File: src/rtl/gpio_pad_pkg.sv
// Shared types and constants for the GPIO pad controller.
// Interrupt modes are encoded two bits per channel on the register interface.
package gpio_pad_pkg;

    typedef enum logic [1:0] {
        IRQ_RISE  = 2'b00,
        IRQ_FALL  = 2'b01,
        IRQ_BOTH  = 2'b10,
        IRQ_LEVEL = 2'b11
    } irq_mode_e;

    localparam int SYNC_STAGE_MIN = 2;

endpackage

File: src/rtl/gpio_in_filter.sv
// One GPIO input channel: metastability synchroniser, debounce filter and
// edge/level event detection on the filtered value.
module gpio_in_filter
    import gpio_pad_pkg::*;
#(
    parameter int SYNC_STAGE = 2,
    parameter int DB_WIDTH   = 8
) (
    input  logic                clk_i,
    input  logic                rst_i,
    input  logic                pad_c_i,
    input  logic [DB_WIDTH-1:0] db_max_i,
    input  irq_mode_e           mode_i,
    output logic                in_o,
    output logic                event_o
);

    // A chain shorter than two flops gives no metastability protection.
    localparam int STAGES = (SYNC_STAGE < SYNC_STAGE_MIN) ? SYNC_STAGE_MIN : SYNC_STAGE;

    logic [STAGES-1:0]   sync_reg;
    logic [DB_WIDTH-1:0] cnt_reg;
    logic                in_reg;
    logic                prev_reg;
    logic                sync_bit;
    logic [DB_WIDTH:0]   cnt_inc;

    assign sync_bit = sync_reg[STAGES-1];
    assign cnt_inc  = {1'b0, cnt_reg} + {{DB_WIDTH{1'b0}}, 1'b1};

    always_ff @(posedge clk_i or posedge rst_i) begin
        if (rst_i) begin
            sync_reg <= '0;
        end else begin
            sync_reg <= {sync_reg[STAGES-2:0], pad_c_i};
        end
    end

    // Counter only advances while the synchronised value disagrees with the
    // stable one, so any shorter glitch drops it back to zero.
    always_ff @(posedge clk_i or posedge rst_i) begin
        if (rst_i) begin
            cnt_reg  <= '0;
            in_reg   <= 1'b0;
            prev_reg <= 1'b0;
        end else begin
            prev_reg <= in_reg;
            if (db_max_i == '0) begin
                in_reg  <= sync_bit;
                cnt_reg <= '0;
            end else if (sync_bit == in_reg) begin
                cnt_reg <= '0;
            end else if (cnt_inc < {1'b0, db_max_i}) begin
                cnt_reg <= cnt_inc[DB_WIDTH-1:0];
            end else begin
                in_reg  <= sync_bit;
                cnt_reg <= '0;
            end
        end
    end

    always_comb begin
        event_o = 1'b0;
        unique case (mode_i)
            IRQ_RISE:  event_o = in_reg & ~prev_reg;
            IRQ_FALL:  event_o = ~in_reg & prev_reg;
            IRQ_BOTH:  event_o = in_reg ^ prev_reg;
            IRQ_LEVEL: event_o = in_reg;
            default:   event_o = 1'b0;
        endcase
    end

    assign in_o = in_reg;

endmodule

File: src/rtl/gpio_pad_ctrl.sv
// Multi-channel GPIO front end: registered pad controls, filtered pad inputs
// and sticky per-channel interrupt status with a registered summary IRQ.
module gpio_pad_ctrl
    import gpio_pad_pkg::*;
#(
    parameter int CH_NUM     = 8,
    parameter int SYNC_STAGE = 2,
    parameter int DB_WIDTH   = 8
) (
    input  logic                  clk_i,
    input  logic                  rst_i,
    input  logic [CH_NUM-1:0]     dir_i,
    input  logic [CH_NUM-1:0]     out_i,
    input  logic [CH_NUM-1:0]     pull_en_i,
    input  logic [DB_WIDTH-1:0]   db_max_i,
    input  logic [CH_NUM-1:0]     irq_en_i,
    input  logic [2*CH_NUM-1:0]   irq_mode_i,
    input  logic [CH_NUM-1:0]     irq_clr_i,
    output logic [CH_NUM-1:0]     pad_i_o,
    output logic [CH_NUM-1:0]     pad_oen_o,
    output logic [CH_NUM-1:0]     pad_ren_o,
    input  logic [CH_NUM-1:0]     pad_c_i,
    output logic [CH_NUM-1:0]     in_o,
    output logic [CH_NUM-1:0]     irq_stat_o,
    output logic                  irq_o
);

    logic [CH_NUM-1:0] pad_i_reg;
    logic [CH_NUM-1:0] pad_oen_reg;
    logic [CH_NUM-1:0] pad_ren_reg;
    logic [CH_NUM-1:0] irq_stat_reg;
    logic [CH_NUM-1:0] event_vec;
    logic              irq_reg;

    always_ff @(posedge clk_i or posedge rst_i) begin
        if (rst_i) begin
            pad_i_reg   <= '0;
            pad_oen_reg <= '1;
            pad_ren_reg <= '1;
        end else begin
            pad_i_reg   <= out_i;
            pad_oen_reg <= ~dir_i;
            pad_ren_reg <= ~pull_en_i;
        end
    end

    // Output channels are filtered too, which gives readback of the driven level.
    generate
        for (genvar gi = 0; gi < CH_NUM; gi++) begin : g_ch
            gpio_in_filter #(
                .SYNC_STAGE (SYNC_STAGE),
                .DB_WIDTH   (DB_WIDTH)
            ) u_filter (
                .clk_i    (clk_i),
                .rst_i    (rst_i),
                .pad_c_i  (pad_c_i[gi]),
                .db_max_i (db_max_i),
                .mode_i   (irq_mode_e'(irq_mode_i[2*gi +: 2])),
                .in_o     (in_o[gi]),
                .event_o  (event_vec[gi])
            );
        end
    endgenerate

    // Set is applied after clear so an event coinciding with a clear is kept.
    always_ff @(posedge clk_i or posedge rst_i) begin
        if (rst_i) begin
            irq_stat_reg <= '0;
            irq_reg      <= 1'b0;
        end else begin
            irq_stat_reg <= (irq_stat_reg & ~irq_clr_i) | (irq_en_i & event_vec);
            irq_reg      <= |irq_stat_reg;
        end
    end

    assign pad_i_o    = pad_i_reg;
    assign pad_oen_o  = pad_oen_reg;
    assign pad_ren_o  = pad_ren_reg;
    assign irq_stat_o = irq_stat_reg;
    assign irq_o      = irq_reg;

endmodule
File: config.mk
export PLATFORM = sky130hd
export DESIGN_NAME = gpio_pad_ctrl
export DESIGN_NICKNAME = d
export VERILOG_FILES = /design/src/rtl/gpio_pad_pkg.sv /design/src/rtl/gpio_in_filter.sv /design/src/rtl/gpio_pad_ctrl.sv
export SDC_FILE = /design/constraint.sdc
export NUM_CORES = 1
export LEC_CHECK = 0
export CORE_MARGIN = 2
export CORE_UTILIZATION = 40
export DETAILED_ROUTE_END_ITERATION = 10
export PLACE_DENSITY = 0.67
export SYNTH_ARGS = -nofsm -noshare
export SYNTH_HDL_FRONTEND = slang
export SYNTH_SLANG_ARGS = --single-unit
File: constraint.sdc
create_clock -name clk_i -period 7 [get_ports clk_i]
set_clock_uncertainty 0.15 [all_clocks]
set_input_delay 2.1 -clock clk_i [delete_from_list [all_inputs] [get_ports clk_i]]
set_output_delay 2.1 -clock clk_i [all_outputs]
set_load 0.03 [all_outputs]
# --- Word level (Yosys, flattened, before mapping) ---
# Index checks and enable logic that the tools add are counted.
op_classes:
  add_sub_neg: 8
  n_lt_le_gt_ge: 8
  n_eq_ne: 48
  mux: 56
  bitwise: 46
  n_reduce_logical: 18
ops:
  columns: ["cell", "n"]
  rows:
  - ["$mux W8", 24]
  - ["$add A8 B1 Y9 const B", 8]
  - ["$lt A9 B8 Y1", 8]
  - ["$eq A2 B2 Y1 const B", 16]
  - ["$pmux W1 S4", 8]
  - ["$ne A2 B2 Y1 const B", 14]
  - ["$mux W1", 24]
  - ["$not A8 Y8", 3]
  - ["$and A1 B1 Y1", 16]
  - ["$and A8 B8 Y8", 2]
  - ["$eq A2 B1 Y1 const B", 8]
  - ["$logic_not A2 Y1", 8]
  - ["$not A1 Y1", 16]
  - ["$reduce_and A2 Y1", 8]
  - ["$eq A1 B1 Y1", 8]
  - ["$logic_not A8 Y1", 1]
  - ["$or A8 B8 Y8", 1]
  - ["$reduce_or A8 Y1", 1]
  - ["$xor A1 B1 Y1", 8]
  - ["$ne A2 B1 Y1 const B", 2]
word_totals:
  regBits: 129
  in_bits: 74
  out_inout_bits: 41
  word_cells: 221

# --- Logic depth before layout (Yosys ltp) ---
# Gate-level depths: netlist (run 1).
depth:
  word_depth: 5
  mapped_depth: 10
  depth_no_buf: 10

# --- By module ---
# From an unflattened synthesis (run 1), not the netlist that was laid out.
hier_totals:
  hier_cells: 637
  area_unflattened_um2: 7051.8
modules_own_cells:
  columns: ["mod", "n_inst", "cells_each", "area_each_um2", "seq_area_each_um2"]
  rows:
  - ["gpio_in_filter", 8, 70, 753.2, 300.3]
  - ["gpio_pad_ctrl", 1, 77, 1026.0, 845.8]

# --- Worst setup path after synthesis (run 1) ---
# Ideal clock, no wire load.
synth_timing:
  path_type: "input-to-reg"
  startpoint: "input db_max_i[4]"
  endpoint: "register g_ch[5].u_filter.in_reg"
  setup_ns: 0.127
  t_arrival_ns: 3.566
  required_ns: 6.723
  path_slack_ns: 3.157
  cell_stages: 6
  n_path_buf: 0
  cell_sequence: "inv_1 -> ha_1 -> a21o_1 -> a2111oi_2 -> nand3_1 -> mux2_1"
synth_between:
  elab_chain_len: 3
  elab_cells_between_ends: 6
  classes_between: "order compare: 1; eq/ne: 2; mux: 1; reduce/logical: 2"
synth_rtl:
  columns: ["item", "line_no", "source"]
  rows:
  - ["start: declaration", "gpio_pad_ctrl.sv:15", "input logic [DB_WIDTH-1:0] db_max_i,"]
  - ["$lt A9 B8 Y1 or $logic_not A8 Y1 (tied branches)", "gpio_in_filter.sv:53, gpio_in_filter.sv:48", null]
  - ["$ne A2 B2 Y1 (no source line)", null, null]
  - ["$reduce_and A2 Y1 (no source line)", null, null]
  - ["end signal: assignment", "gpio_in_filter.sv:49", "in_reg <= sync_bit;"]
  - ["end signal: assignment", "gpio_in_filter.sv:56", "in_reg <= sync_bit;"]
  - ["end: declaration", "gpio_in_filter.sv:23", "logic in_reg;"]
# Parallel ways exist; a longest one is shown, timed or not.
# A chain may end at the register's enable or synchronous reset.

# --- Worst setup path in the final report (run 1) ---
# Same ends and word-level chain as after synthesis.

==> flow_metrics.py, run 1 <==
metrics = {
    "clocking": {
        "cts_setup_buffers": 0,
        "numCtsBuffers": 17,
        "ctsLongestPathBuffers": 2,
        "clk_latency_ns": 0.41,
        "cts_tree": "built",
        "clkTransAtPathRegs_ns": 0.06,
        "cts_resized": 0,
        "root_buffer": "clkbuf_16",
        "hold_buffers": 0,
        "cts_max_level": 4,
        "numClockSinks": 129,
    },
    "drt": {
        "drc": 0,
        "ant_nets": 0,
        "firstDrtPassIters": 4,
        "finalWirelength_um": 13900,
        "drt_iter0_drc": 79,
        "wire_per_inst_um": 14.6,
        "viasPerCell": 4.88,
        "vias": 4639,
    },
    "power": {
        "switchingPower_mw": 0.881,
        "pwr-share-comb": 0.296,
        "power_density_nw_per_um2": 310,
        "p_int_mw": 1.83,
        "swShare": 0.324,
        "leakage_nw": 4.39,
        "p_clk_frac": 0.329,
        "irDropWorstVdd_v": 0.000218,
        "sequentialPowerShare": 0.375,
    },
    "timing": {
        "rsz0062_at_grt": "no",
        "fin_crit_ns": 4.19,
        "finalSetupTns_ns": 0,
        "fmax_mhz": 239,
        "slew_viol_final": 0,
        "relSlewSlack": 0.493,
        "finalSetupViolations": 0,
        "timing.final.ws_setup_ns": 2.81,
        "tightest_slew_ns": 0.760,
        "hold_violations": 0,
        "timing.final.crit_share": 0.599,
    },
    "worst_setup_path": {
        "rrSetupSlack_ns": 4.15,
        "rr_endpoint": "g_ch[5].u_filter.in_o",
        "endpoint_kind": "register",
        "crit_path_start": "db_max_i[4]",
        "crit_path_end": "g_ch[5].u_filter.in_o",
        "worst_ep_arrival_time_ns": 4.33,
        "reg2reg_depth": 10,
        "crit_fanout": 8,
        "critPathRequiredTime_ns": 7.14,
        "start_kind": "input pin",
        "worstReg2RegStart": "g_ch[5].u_filter.cnt_reg[0]",
        "critical_path_class": "input pin to register",
    },
    "cells_and_area": {
        "diodes": 0,
        "areaGrowthSynthToFinish_pct": 29.1,
        "final_cell_mix": "clkdlybuf4s50_1 (114), dfrtp_1 (113), ha_1 (80), inv_1 (63), nor2b_1 (56)",
        "fill_cells": 1449,
        "layout.nets": 872,
        "drive_gt1_frac": 0.107,
        "largest_reg_flops": 64,
        "final_common_cell": "clkdlybuf4s50_1",
    },
    "placement": {
        "routabilityCongestion": 0.791,
        "numPortBuffers": 114,
        "pre_cts_ws_ns": 2.37,
        "dpl.hpwl_um": 10300,
    },
    "synthesis": {
        "ys_seq_area_frac": 0.478,
        "ys_seq_elements": 129,
        "ys_types": 28,
        "synth_fp_nets": 745,
        "syn_area_um2": 6790,
        "syn_inst": 591,
        "syn_area_per_cell_um2": 11.5,
        "ys_warn_count": 0,
    },
    "global_routing": {
        "grt_pass1_wl_um": 23500,
        "antenna_found_initial": 0,
        "grt_pass1_vias": 5047,
        "grt_use_total": 0.168,
        "grt_max_degree": 63,
        "grt-ovfl-total": 0,
    },
    "die": {
        "io_pins": 115,
        "core_area_um2": 16600,
        "die_area_um2": 18000,
        "start_util": 0.409,
        "die_w_um": 134,
        "rows": 47,
        "die_y_um": 134,
    },
    "hold_path": {
        "holdCritPathClass": "register to register",
        "hold_depth": 0,
    },
    "run_status": {
        "status": "completed",
    },
    "job": {
        "cap_violations": 0,
    },
}
cell families (layout without fill, tap and decap cells):
kind of cell	Yosys count	after routing	synth area share
AO/OA/AOI/OAI	56	56	0.0682
multiplexers	16	16	0.0398
adder cells (fa/ha/maj)	80	80	0.147
flip-flops	129	129	0.478
buffers and inverters	72	212	0.0442
XOR/XNOR	56	56	0.0722
AND/OR/NAND/NOR	182	182	0.150
through the flow:
| step | cells | hold slack, ns | area [um2] | utilization | power [mW] |
|---|---|---|---|---|---|
| 4_1_cts | 951 | 0.196 | 8760 | 0.528 | 2.77 |
| 3_3_place_gp | 919 | 0.184 | 8160 | 0.492 | 1.81 |
| 5_1_grt | 951 | 0.204 | 8760 | 0.528 | 2.92 |
| 6_report | 951 | 0.195 | 8760 | 0.528 | 2.72 |
| 3_5_place_dp | 919 | 0.185 | 8160 | 0.492 | 1.85 |
| 2_1_floorplan | 591 | 0.181 | 6790 | - | 1.57 |
power by group through the flow:
stage	registers (mW)	clock network [mW]	logic (mW)
finish	1.02	0.894	0.803
floorplan	1.06	0	0.505
CTS	1.02	0.922	0.821
global route	1.05	0.956	0.915
detailed placement	1.04	0	0.817
global placement	1.03	0	0.784
critical path, cell delays in order:
cell and delay (ns):
clkdlybuf4s50_1 0.41, inv_1 0.35, ha_1 0.33, a21o_1 0.19, a2111oi_2 0.45, nand3_1 0.15
mux2_1 0.33
area by class of cell:
class | count | area (um2) | area share
Sequential cell | 129 | 3250 | 0.371
Clock buffer | 23 | 468 | 0.0534
Clock inverter | 9 | 131 | 0.0150
Tap cell | 220 | 275 | 0.0314
Inverter | 64 | 243 | 0.0277
Multi-Input combinational cell | 390 | 3240 | 0.370
Timing Repair Buffer | 116 | 1160 | 0.132
Yosys cell counts, drive strengths merged:
library cell | n | area share
dfstp | 16 | 0.062
xnor2 | 17 | 0.022
nand4 | 8 | 0.015
o21ai | 8 | 0.0059
xor2 | 39 | 0.050
a21oi | 8 | 0.0059
dfrtp | 113 | 0.42
inv | 64 | 0.035
o2111ai | 8 | 0.010
nand3 | 40 | 0.029
a2111oi | 8 | 0.020
nor2 | 33 | 0.021
a21boi | 8 | 0.0088
nand2 | 25 | 0.014
and3 | 16 | 0.015
mux2 | 8 | 0.013
buf | 8 | 0.0088
nor4 | 2 | 0.0018
nor2b | 56 | 0.052
mux4 | 8 | 0.027
o21a | 8 | 0.0088
ha | 80 | 0.15
or4 | 2 | 0.0028
a21o | 8 | 0.0088
how the worst min path moves through the flow:
stage,start,end,slack [ns]
global route,g_ch[3].u_filter.sync_reg[0],g_ch[3].u_filter.sync_reg[1],0.20
detailed placement,g_ch[0].u_filter.sync_reg[0],g_ch[0].u_filter.sync_reg[1],0.18
CTS,g_ch[4].u_filter.sync_reg[0],g_ch[4].u_filter.sync_reg[1],0.20
global placement,g_ch[3].u_filter.sync_reg[0],g_ch[3].u_filter.sync_reg[1],0.18
floorplan,g_ch[0].u_filter.sync_reg[0],g_ch[0].u_filter.sync_reg[1],0.18
finish,g_ch[4].u_filter.sync_reg[0],g_ch[4].u_filter.sync_reg[1],0.19
routing by layer:
metal  GRT usage  share of wire  vias up
met1       0.192           0.43     2212
met3      0.0506          0.050       24
met5           0              0        -
li1            -              -     2272
met4      0.0614          0.022        0
met2       0.296           0.49      131
Note: power is estimated with default switching activity, not from simulation.
==> run 2: changes to the inputs <==
- PLACE_DENSITY: 0.67 -> 0.69
- clock period: 7 -> 3.4 ns (I/O delays scaled with it)
==> flow_metrics.py, run 2 (synthesis gave the netlist of run 1 again) <==
metrics = {
    "clocking": {
        "cts_tree": "built",
        "clk_latency_ns": 0.42,
        "numClockSinks": 129,
        "cts_max_level": 4,
        "ctsLongestPathBuffers": 2,
        "numCtsBuffers": 17,
        "hold_buffers": 0,
        "clkTransAtPathRegs_ns": 0.05,
        "root_buffer": "clkbuf_16",
        "cts_resized": 0,
        "cts_setup_buffers": 0,
    },
    "placement": {
        "dp_cells": 933,
        "routabilityCongestion": 0.842,
        "numPortBuffers": 114,
        "dpl.hpwl_um": 10500,
        "dpl_cell_area_um2": 8330,
    },
    "cells_and_area": {
        "seqCellArea_um2": 3250,
        "drive_gt1_frac": 0.123,
        "largest_reg_flops": 64,
        "fin_area_um2": 8880,
        "diodes": 0,
        "layout.nets": 886,
        "fill_cells": 1445,
        "multi_input_comb_area_um2": 3240,
        "layoutNonFillerInstCount": 965,
        "final_cell_mix": "clkdlybuf4s50_1 (114), dfrtp_1 (113), ha_1 (80), inv_1 (63), nor2b_1 (56)",
        "areaGrowthSynthToFinish_pct": 30.9,
        "final_common_cell": "clkdlybuf4s50_1",
    },
    "power": {
        "switchingPower_mw": 1.83,
        "power_density_nw_per_um2": 615,
        "p_int_mw": 3.64,
        "irDropWorstVdd_v": 0.000382,
        "swShare": 0.334,
        "p_clk_frac": 0.309,
        "sequentialPowerShare": 0.384,
        "leakage_nw": 4.45,
        "pwr-share-comb": 0.307,
    },
    "worst_setup_path": {
        "endpoint_kind": "register",
        "critPathRequiredTime_ns": 3.59,
        "crit_fanout": 8,
        "critical_path_class": "input pin to register",
        "worst_ep_arrival_time_ns": 3.23,
        "reg2reg_depth": 11,
        "start_kind": "input pin",
    },
    "global_routing": {
        "grt_max_degree": 75,
        "grt_pass1_vias": 5181,
        "grt_use_total": 0.174,
        "grt_pass1_wl_um": 24500,
        "grt-ovfl-total": 0,
        "antenna_found_initial": 0,
    },
    "run_status": {
        "status": "completed",
    },
    "die": {
        "io_pins": 115,
        "core_area_um2": 16600,
        "die_area_um2": 18000,
        "die_w_um": 134,
        "start_util": 0.409,
        "rows": 47,
        "die_y_um": 134,
    },
    "hold_path": {
        "hold_depth": 0,
        "holdCritPathClass": "register to register",
    },
    "timing": {
        "hold_ws_ns": 0.196,
        "slew_viol_final": 0,
        "timing.final.crit_share": 0.892,
        "finalSetupViolations": 0,
        "relSlewSlack": 0.551,
        "tightest_slew_ns": 0.673,
        "rsz0062_at_grt": "no",
        "hold_violations": 0,
        "fmax_mhz": 330,
        "fin_crit_ns": 3.03,
    },
    "drt": {
        "ant_nets": 0,
        "firstDrtPassIters": 4,
        "finalWirelength_um": 14000,
        "drc": 0,
        "wire_per_inst_um": 14.6,
        "viasPerCell": 4.88,
        "drt_iter0_drc": 193,
        "vias": 4711,
    },
    "job": {
        "cap_violations": 0,
    },
}
-- run 2: changes by cell type in the layout (fill, tap and decap cells not counted), sizes merged --
cell      change
buf          +14
clkinv        +1
inv           -1
clkinvlp      +2
bufinv        -2
-- run 2: worst paths after layout --
kind	slack, ns	start	end
worst max-delay path	0.37	db_max_i[4]	g_ch[2].u_filter.cnt_reg[5]
worst min register to register	0.20	g_ch[4].u_filter.sync_reg[0]	g_ch[4].u_filter.sync_reg[1]
min in group asynchronous	0.92	rst_i	g_ch[4].u_filter.cnt_reg[4]
worst max register to register	0.51	g_ch[3].u_filter.cnt_reg[0]	g_ch[3].u_filter.cnt_reg[3]
worst min-delay path	0.20	g_ch[4].u_filter.sync_reg[0]	g_ch[4].u_filter.sync_reg[1]
max in group asynchronous	1.59	rst_i	g_ch[2].u_filter.in_o
-- run 2: area by class of cell --
type	count	area share
clock buffer	23	0.0527
timing repair buffer	130	0.149
multi-input combinational	390	0.365
tap	220	0.0310
inverter	64	0.0275
clock inverter	9	0.00944
sequential	129	0.366
-- run 2: worst max-delay path, stage by stage --
cell,delay [ns]
clkdlybuf4s50_1,0.49
inv_1,0.08
buf_12,0.15
ha_1,0.31
a21o_1,0.19
a2111oi_2,0.48
nand4_2,0.30
nor2b_1,0.20
-- run 2: power groups by stage --
stage | sequential (mW) | combinational, mW | clock [mW]
after floorplan | 2.18 | 1.04 | 0
after global placement | 2.11 | 1.62 | 0
after detailed placement | 2.13 | 1.70 | 0
after CTS | 2.11 | 1.71 | 1.74
after global routing | 2.15 | 1.88 | 1.81
final | 2.10 | 1.68 | 1.69
-- run 2: metrics by stage --
step / utilization / worst slack, ns / total power [mW] / setup TNS [ns]
2_1_floorplan: - / 0.637 / 3.22 / 0
3_3_place_gp: 0.502 / -0.0399 / 3.72 / -0.0530
3_5_place_dp: 0.502 / -0.0573 / 3.83 / -0.359
4_1_cts: 0.536 / 0.374 / 5.55 / 0
5_1_grt: 0.536 / 0.168 / 5.85 / 0
6_report: 0.536 / 0.368 / 5.47 / 0
-- run 2: layer usage --
metal | global-route usage | vias to the layer above | wire length [um]
met3 | 0.0510 | 36 | 767
met1 | 0.213 | 2245 | 6250
met4 | 0.0760 | 0 | 369
met2 | 0.287 | 129 | 6650
li1 | - | 2301 | -
met5 | 0 | - | 0
==> run 3: changes to the inputs <==
--- a/config.mk
+++ b/config.mk
@@ -13,2 +13,3 @@
 export SYNTH_HDL_FRONTEND = slang
+export SYNTH_HIERARCHICAL = 1
 export SYNTH_SLANG_ARGS = --single-unit
--- a/constraint.sdc
+++ b/constraint.sdc
@@ -4,2 +4,2 @@
 set_output_delay 1.02 -clock clk_i [all_outputs]
-set_load 0.03 [all_outputs]
+set_load 0.05 [all_outputs]
==> flow_metrics.py, run 3 <==
metrics = {
    "timing": {
        "rsz0062_at_grt": "no",
        "hold_ws_ns": 0.197,
        "tightest_slew_ns": 0.520,
        "timing.final.ws_setup_ns": 0.337,
        "slew_viol_final": 0,
        "hold_violations": 0,
        "finalSetupViolations": 0,
        "finalSetupTns_ns": 0,
        "relSlewSlack": 0.652,
        "fin_crit_ns": 3.06,
        "timing.final.crit_share": 0.901,
        "fmax_mhz": 326,
    },
    "global_routing": {
        "grt_pass1_wl_um": 24800,
        "grt-ovfl-total": 0,
        "grt_max_degree": 34,
        "grt_pass1_vias": 5042,
        "antenna_found_initial": 0,
        "grt_use_total": 0.174,
    },
    "worst_setup_path": {
        "critPathRequiredTime_ns": 3.59,
        "cp_slowest_cell": "clkdlybuf4s50_1",
        "crit_path_cell_trace": "clkdlybuf4s50_1 -> buf_12 -> inv_1 -> ha_1 -> and3_1 -> a22o_1 -> a211oi_2 -> buf_4 -> nand4_2 -> nor2b_1",
        "worst_ep_arrival_time_ns": 3.25,
        "start_kind": "input pin",
        "endpoint_kind": "register",
        "cp_top_family": "buffers and inverters",
        "path_buf_inv": 4,
        "max_stage_delay_ns": 0.50,
        "crit_path_start": "db_max_i[6]",
        "crit_fanout": 15,
        "critical_path_class": "input pin to register",
        "worstReg2RegStart": "g_ch[2].u_filter/cnt_reg[3]",
    },
    "placement": {
        "dpl.hpwl_um": 11000,
        "routabilityCongestion": 0.801,
        "dp_cells": 1001,
        "numPortBuffers": 114,
        "dpl_cell_area_um2": 8750,
        "pre_cts_ws_ns": -0.0845,
    },
    "die": {
        "die_w_um": 137,
        "die_area_um2": 18700,
        "io_pins": 115,
        "rows": 48,
        "core_area_um2": 17200,
        "die_y_um": 137,
        "start_util": 0.409,
    },
    "synthesis": {
        "ys_warn_count": 6,
        "synth_common_cells": "inv_1 (121), dfrtp_1 (113), ha_1 (80)",
        "ys_seq_area_frac": 0.461,
        "ys.flop_type": "dfrtp_1",
        "yosys.area.top_type": "dfrtp_1",
        "synth_top_area_frac": 0.401,
        "synth_area_leaders": "dfrtp_1 (40%), ha_1 (14%), inv_1 (6.4%), dfstp_2 (6.0%), xor2_1 (5.0%)",
        "syn_inst": 637,
        "syn_area_um2": 7050,
        "syn_area_per_cell_um2": 11.1,
        "synth_fp_nets": 791,
        "synth-async-reset-ratio": 1.00,
        "synth_edf_count": 0,
        "ys_seq_elements": 129,
        "ys_types": 23,
        "synth.most_common_cell": "inv_1",
    },
    "clocking": {
        "root_buffer": "clkbuf_16",
        "clk_latency_ns": 0.42,
        "ctsLongestPathBuffers": 2,
        "hold_buffers": 0,
        "numClockSinks": 129,
        "cts_resized": 0,
        "cts_setup_buffers": 0,
        "cts_max_level": 4,
        "numCtsBuffers": 17,
        "cts_tree": "built",
        "clkTransAtPathRegs_ns": 0.06,
    },
    "cells_and_area": {
        "drive_gt1_frac": 0.129,
        "layoutNonFillerInstCount": 1033,
        "final_cell_mix": "inv_1 (121), clkdlybuf4s50_1 (114), dfrtp_1 (113), ha_1 (80), nor2b_1 (48)",
        "seqCellArea_um2": 3250,
        "fill_cells": 1502,
        "multi_input_comb_area_um2": 3350,
        "final_common_cell": "inv_1",
        "diodes": 0,
        "areaGrowthSynthToFinish_pct": 32.3,
        "largest_reg_flops": 64,
        "layout.nets": 949,
        "postLayoutCoreUtil": 0.541,
        "fin_area_um2": 9330,
    },
    "hold_path": {
        "hold_start": "g_ch[3].u_filter/sync_reg[0]",
        "holdCritPathClass": "register to register",
    },
    "power": {
        "switchingPower_mw": 2.07,
        "p_total_mw": 5.73,
        "sequentialPowerShare": 0.367,
        "pwr-share-comb": 0.326,
        "p_clk_frac": 0.307,
        "swShare": 0.362,
        "leakage_nw": 5.04,
        "irDropWorstVdd_v": 0.000546,
        "p_int_mw": 3.66,
        "power_density_nw_per_um2": 614,
    },
    "drt": {
        "vias": 4998,
        "finalWirelength_um": 14900,
        "wire_per_inst_um": 14.5,
        "drc": 0,
        "ant_nets": 0,
        "viasPerCell": 4.84,
        "firstDrtPassIters": 4,
        "drt_iter0_drc": 204,
    },
    "job": {
        "cap_violations": 0,
    },
    "run_status": {
        "status": "completed",
    },
}
==> run 3: changes by cell type in the layout (fill, tap and decap cells not counted), sizes merged, moves of 9 or more <==
cell | before | now
nand2 | 25 | 9
nor2 | 33 | 16
nor4 | 2 | 18
buf | 16 | 25
inv | 63 | 128
and3 | 16 | 40
==> run 3: power groups by stage <==
stage	sequential [mW]	clock (mW)	combinational, mW
detailed placement	2.14	0	1.88
global placement	2.13	0	1.84
floorplan	2.44	0	0.890
global route	2.16	1.87	2.09
CTS	2.11	1.81	1.90
finish	2.10	1.76	1.87
==> run 3: layout make-up <==
cell class | count | share of cell area
well taps | 225 | 0.0302
flip-flops and latches | 129 | 0.348
inverters | 121 | 0.0487
clock buffers | 21 | 0.0528
multi-input cells | 387 | 0.359
repair buffers | 139 | 0.152
clock inverters | 11 | 0.00952
==> run 3: cell families (layout without fill, tap and decap cells) <==
logic type      Yosys count  in the layout  share of synthesized area
xor+xnor                 56             56                     0.0696
flops                   129            129                      0.461
simple gates            171            171                      0.151
compound gates           64             64                     0.0738
fa+ha+maj                80             80                      0.142
mux                      16             16                     0.0383
buf+inv                 121            292                     0.0644
==> run 3: per-layer routing <==
| layer | track usage | vias up | share of wire |
|---|---|---|---|
| met5 | 0 | - | 0 |
| met1 | 0.224 | 2380 | 0.46 |
| met2 | 0.280 | 139 | 0.46 |
| met3 | 0.0474 | 20 | 0.066 |
| met4 | 0.0630 | 0 | 0.016 |
| li1 | - | 2459 | - |
==> run 3: worst paths after layout <==
| check | to | slack, ns | cells after the start |
|---|---|---|---|
| min in group asynchronous | g_ch[2].u_filter/cnt_reg[4] | 1.15 | 2 |
| max in group asynchronous | pad_oen_o[2] | 1.56 | 3 |
| hold / removal | g_ch[3].u_filter/sync_reg[1] | 0.20 | 0 |
| hold reg to reg | g_ch[3].u_filter/sync_reg[1] | 0.20 | 0 |
| setup / recovery | g_ch[5].u_filter/cnt_reg[7] | 0.34 | 10 |
| setup reg to reg | g_ch[2].u_filter/in_o | 0.54 | 10 |
